## config.mk

```make
export PLATFORM = sky130hd
export DESIGN_NAME = fetch_unit
export DESIGN_NICKNAME = d
export VERILOG_FILES = /design/src/rtl/fetch_unit.sv
export SDC_FILE = /design/constraint.sdc
export NUM_CORES = 1
export LEC_CHECK = 0
export ABC_CLOCK_PERIOD_IN_PS = 1920
export CAP_MARGIN = 20
export CORE_MARGIN = 5
export CORE_UTILIZATION = 38
export CTS_CLUSTER_DIAMETER = 200
export DETAILED_ROUTE_END_ITERATION = 10
export GPL_TIMING_DRIVEN = 0
export PLACE_DENSITY = 0.76
export SYNTH_ARGS = -nofsm -noshare
export SYNTH_HDL_FRONTEND = slang
export SYNTH_SLANG_ARGS = --single-unit
```

## constraint.sdc

```tcl
create_clock -name clock -period 1.92 [get_ports clock]
set_input_delay 0.192 -clock clock [delete_from_list [all_inputs] [get_ports clock]]
set_output_delay 0.192 -clock clock [all_outputs]
set_load 0.02 [all_outputs]
```

## src/rtl/fetch_unit.sv

```systemverilog
// Instruction-fetch stage: PC, registered instruction word and redirect handling.
// Define FETCH_CALL_STACK_EN to build the CALL/RET return-address stack.
module fetch_unit #(
    parameter int                ADDR_W      = 16,
    parameter int                STACK_DEPTH = 8,
    parameter logic [ADDR_W-1:0] RESET_PC    = '0
) (
    input  logic                         clock,
    input  logic                         reset,
    input  logic                         stall,
    input  logic [2:0]                   pc_control,
    input  logic                         branch_taken,
    input  logic [ADDR_W-1:0]            jump_target,
    output logic [ADDR_W-1:0]            imem_addr,
    input  logic [31:0]                  imem_data,
    output logic [31:0]                  instruction,
    output logic                         instr_valid,
    output logic [ADDR_W-1:0]            instr_pc,
    output logic                         halted,
    output logic                         stack_fault,
    output logic [$clog2(STACK_DEPTH):0] stack_count
);

    localparam logic [2:0] OP_JUMP   = 3'd1;
    localparam logic [2:0] OP_BRANCH = 3'd2;
    localparam logic [2:0] OP_CALL   = 3'd3;
    localparam logic [2:0] OP_RET    = 3'd4;
    localparam logic [2:0] OP_HLT    = 3'd5;

    typedef enum logic {RUN, HALT} state_t;

    state_t              state_q, state_d;
    logic [ADDR_W-1:0]   pc_q, pc_d;
    logic [31:0]         ir_q, ir_d;
    logic [ADDR_W-1:0]   ipc_q, ipc_d;
    logic                valid_q, valid_d;
    logic                redirect;
    logic                stop;
    logic [ADDR_W-1:0]   redirPc;

`ifdef FETCH_CALL_STACK_EN
    localparam int CNT_W = $clog2(STACK_DEPTH) + 1;
    localparam int PTR_W = $clog2(STACK_DEPTH);

    logic [ADDR_W-1:0]   stack_q [STACK_DEPTH];
    logic [CNT_W-1:0]    cnt_q, cnt_d;
    logic                fault_q, fault_d;
    logic                push;
    logic [PTR_W-1:0]    topPtr;

    assign topPtr = PTR_W'(cnt_q - CNT_W'(1));
`endif

    // pc_control always describes the word currently held in the instruction register.
    always_comb begin
        state_d  = state_q;
        pc_d     = pc_q;
        ir_d     = ir_q;
        ipc_d    = ipc_q;
        valid_d  = valid_q;
        redirect = 1'b0;
        stop     = 1'b0;
        redirPc  = jump_target;
`ifdef FETCH_CALL_STACK_EN
        cnt_d    = cnt_q;
        fault_d  = fault_q;
        push     = 1'b0;
`endif
        if (state_q == RUN && !stall) begin
            ir_d    = imem_data;
            ipc_d   = pc_q;
            valid_d = 1'b1;
            pc_d    = pc_q + ADDR_W'(1);
            if (valid_q) begin
                case (pc_control)
                    OP_JUMP:   redirect = 1'b1;
                    OP_BRANCH: redirect = branch_taken;
`ifdef FETCH_CALL_STACK_EN
                    OP_CALL: begin
                        if (cnt_q == CNT_W'(STACK_DEPTH)) begin
                            stop    = 1'b1;
                            fault_d = 1'b1;
                        end else begin
                            push     = 1'b1;
                            cnt_d    = cnt_q + CNT_W'(1);
                            redirect = 1'b1;
                        end
                    end
                    OP_RET: begin
                        if (cnt_q == '0) begin
                            stop    = 1'b1;
                            fault_d = 1'b1;
                        end else begin
                            cnt_d    = cnt_q - CNT_W'(1);
                            redirect = 1'b1;
                            redirPc  = stack_q[topPtr];
                        end
                    end
`else
                    OP_CALL:   redirect = 1'b1;
                    OP_RET:    stop = 1'b1;
`endif
                    OP_HLT:    stop = 1'b1;
                    default:   ;
                endcase
            end
            // A redirect throws away the word fetched this cycle; IR and instr_pc keep their old contents.
            if (redirect || stop) begin
                ir_d    = ir_q;
                ipc_d   = ipc_q;
                valid_d = 1'b0;
                pc_d    = redirect ? redirPc : pc_q;
            end
            if (stop) begin
                state_d = HALT;
            end
        end
    end

    always_ff @(posedge clock or posedge reset) begin
        if (reset) begin
            state_q <= RUN;
            pc_q    <= RESET_PC;
            ir_q    <= '0;
            ipc_q   <= '0;
            valid_q <= 1'b0;
        end else begin
            state_q <= state_d;
            pc_q    <= pc_d;
            ir_q    <= ir_d;
            ipc_q   <= ipc_d;
            valid_q <= valid_d;
        end
    end

`ifdef FETCH_CALL_STACK_EN
    // The return address is the word after the CALL itself, not the discarded fetch.
    always_ff @(posedge clock or posedge reset) begin
        if (reset) begin
            cnt_q   <= '0;
            fault_q <= 1'b0;
            for (int i = 0; i < STACK_DEPTH; i++) begin
                stack_q[i] <= '0;
            end
        end else begin
            cnt_q   <= cnt_d;
            fault_q <= fault_d;
            if (push) begin
                stack_q[cnt_q[PTR_W-1:0]] <= ipc_q + ADDR_W'(1);
            end
        end
    end

    assign stack_fault = fault_q;
    assign stack_count = cnt_q;
`else
    assign stack_fault = 1'b0;
    assign stack_count = '0;
`endif

    assign imem_addr   = pc_q;
    assign instruction = ir_q;
    assign instr_valid = valid_q;
    assign instr_pc    = ipc_q;
    assign halted      = (state_q == HALT);

endmodule

```

==> metrics.csv <==
metric,value,unit
Hold Buf Count CTS,0,
worst slew pin tran,765,ps
Async SR Flop Fraction,1.00,
Die W,98.8,um
Worst-path clk slew,80,ps
Max-slew headroom,0.489,
CTS tree,done,
grt met2 use,0.255,
clock period minus worst slack,1940,ps
# port buffers,120,
status,"finished, violations left",
maximum clock rate,515,MHz
register area share after synthesis,0.551,
P_leak,1.93,nW
worst min-delay path class,in2async,
vias in the first global route,2546,
main area contributors after synthesis,"dfrtp_1, mux2_2, a21oi_1",
first-pass GRT wire length,12900,um
Root Buffer Master,clkbuf_8,
# fillers,628,
top_reg_cell synth,dfrtp_1,
Clock Latency Late Sink,350,ps
initial antenna violation count,0,
failing checks,negative setup slack,
worst hold slack,255,ps
mapped cell area,3000,um^2
# IOs,126,
number of H-tree levels,3,
nets@finish,434,
endpoints failing hold,0,
"Data arrival, critical path",2170,ps
number of synthesized flops with an enable pin,0,
DRT Wirelength,8220,um
gpl congestion,0.860,
Max clock buf depth,2,
initial DRC count,145,
largest net degree at the start of global routing,42,
Worst Setup Start Kind,flip-flop,
drt drc,0,
Final setup viols,14,
"FF+latch count, synth",66,
Die ar.,9770,um^2
Pre-Repair DR Iteration Count,4,
maximum vdd ir drop,0.00103,V
Final WS setup,-22.7,ps
fin crit share,1.01,
pwr dens,1610,nW/um^2
Antenna Cells,0,
Final Max Slew Viols,0,
grt total ovfl,0,
skew final,6.10,ps
Final ANT Viol Nets,0,
floorplan row count,32,
Total GRT Usage,0.165,
"Max FO, Critical Path",10,
Syn Area/Cell,12.8,um^2
final std cells w/o fill,485,
Unique masters post-synth,44,
Die Span Y,98.8,um
GR Util met3,0.0580,
area grow syn2layout,59.4,%
multi-input logic area,1310,um^2
WP data required,2150,ps
core area,7730,um^2
Mapped Cells,235,
Critical Path End Type,flip-flop,
gr busiest metal,met2,
post-DP HPWL,5940,um
dpl cells,462,
"area leader, netlist",dfrtp_1,
DR WL/cell,17.0,um
Place WS,-451,ps
via/cell ratio,5.15,
kind of critical path,reg2reg,
M1 GR Usage,0.215,
via count,2499,
Max-cap violations,0,
share of layout cells above drive strength 1,0.258,
Setup TNS,-134,ps
post-synth top area share,0.551,
CTS buffer count,9,
Clock Sinks,66,
warnings from Yosys,0,
Reg area,1660,um^2
RSZ-0062 raised after global routing,true,
Starting Density,0.388,
==> critical path, cell delays in order (launching register included) <==
cell	delay [ps]
dfrtp_2	410
and3b_2	220
or3_4	330
buf_6	140
nor2_4	110
buf_8	140
buf_12	130
mux2_2	330
==> where the power goes <==
| group | internal (mW) | switching [mW] | total [mW] |
|---|---|---|---|
| Combinational | 2.02 | 1.68 | 3.70 |
| Clock | 0.862 | 0.556 | 1.42 |
| Sequential | 2.05 | 0.516 | 2.57 |
| Total | 4.94 | 2.76 | 7.69 |
==> layout make-up <==
class,count,share of cell area
Sequential cell,66,0.346
Multi-Input combinational cell,153,0.273
Timing Repair Buffer,128,0.270
Buffer,16,0.0298
Tap cell,102,0.0267
Clock buffer,9,0.0259
Clock inverter,7,0.0243
Inverter,4,0.00392
==> kinds of logic after synthesis <==
logic type	count (synthesis)	share of synthesized area
DFF	66	0.551
muxes	51	0.190
and+or+nand+nor	51	0.0968
AOI/OAI and AO/OA	45	0.111
buffers and inverters	20	0.0463
adders and majority gates	1	0.00417
other	1	0.00125
==> cells in the final DEF, fill, tap and decap left out, types with 3 or more instances in the layout <==
| cell | netlist | layout |
|---|---|---|
| mux2_2 | 48 | 30 |
| nor4_1 | 3 | 3 |
| o221a_2 | 4 | 4 |
| a2bb2oi_1 | 5 | 5 |
| conb_1 | 1 | 5 |
| a21oi_1 | 11 | 11 |
| mux2i_1 | 3 | 3 |
| dfrtp_1 | 66 | 63 |
| o22ai_1 | 4 | 4 |
| buf_4 | 7 | 13 |
| clkbuf_8 | 0 | 9 |
| and4_1 | 4 | 4 |
| clkdlybuf4s50_1 | 0 | 119 |
| bufinv_16 | 0 | 3 |
| o21ai_0 | 5 | 5 |
| inv_1 | 4 | 3 |
| nand2_1 | 11 | 11 |
| dfrtp_2 | 0 | 3 |
| clkbuf_1 | 5 | 3 |
| buf_12 | 0 | 4 |
| nand4_1 | 7 | 7 |
| mux2_4 | 0 | 18 |
| nor2_1 | 4 | 4 |
| nand3_1 | 8 | 8 |
==> sequential cells by signal (all words and copies together) (netlist names) <==
register / flops
instruction: 32
imem_addr: 16
instr_pc: 16
halted: 1
instr_valid: 1
==> synthesized netlist by cell type, types with 3 or more instances <==
cell type	instances
dfrtp_1	66
mux2_2	48
a21oi_1	11
nand2_1	11
nand3_1	8
buf_4	7
nand4_1	7
a2bb2oi_1	5
clkbuf_1	5
o21ai_0	5
and4_1	4
inv_1	4
nor2_1	4
o221a_2	4
o22ai_1	4
mux2i_1	3
nor3_1	3
nor4_1	3
==> final timing paths <==
path / startpoint / endpoint / slack [ps] / cells past startpoint
setup reg to reg: instr_valid$_DFFE_PP0P_ / instr_pc[4]$_DFFE_PP0P_ / -20 / 7
hold / removal: reset / instruction[10]$_DFFE_PP0P_ / 250 / 2
max in group asynchronous: reset / imem_addr[1]$_DFFE_PP0P_ / 1060 / 3
hold reg to reg: instruction[16]$_DFFE_PP0P_ / instruction[16]$_DFFE_PP0P_ / 510 / 1
min in group clock: imem_data[9] / instruction[9]$_DFFE_PP0P_ / 450 / 2
setup / recovery: instr_valid$_DFFE_PP0P_ / instr_pc[4]$_DFFE_PP0P_ / -20 / 7
==> stage by stage <==
step / cell area, um^2 / power, mW / utilization
final: 4780 / 7.69 / 0.619
after global routing: 4780 / 8.11 / 0.619
after CTS: 4650 / 7.59 / 0.602
after detailed placement: 4370 / 6.12 / 0.565
after global placement: 4350 / 6.02 / 0.563
after floorplan: 3020 / 4.34 / -
==> routing by layer <==
layer  routed length (um)  vias to the layer above
met5                    0                        -
met4                  102                        0
met3                  749                       10
met2                 3860                      116
met1                 3520                     1211
li1                     -                     1162
==> timing repair <==
| item | 4_1_cts | 5_1_grt |
|---|---|---|
| resized for setup | 4 | 30 |
| setup endpoints to repair | 26 | 51 |
| endpoints found under the hold margin | 0 | 0 |
| cloned | 0 | 0 |
| setup buffers | 3 | 4 |
No activity file was read; power rests on OpenSTA's default activity.
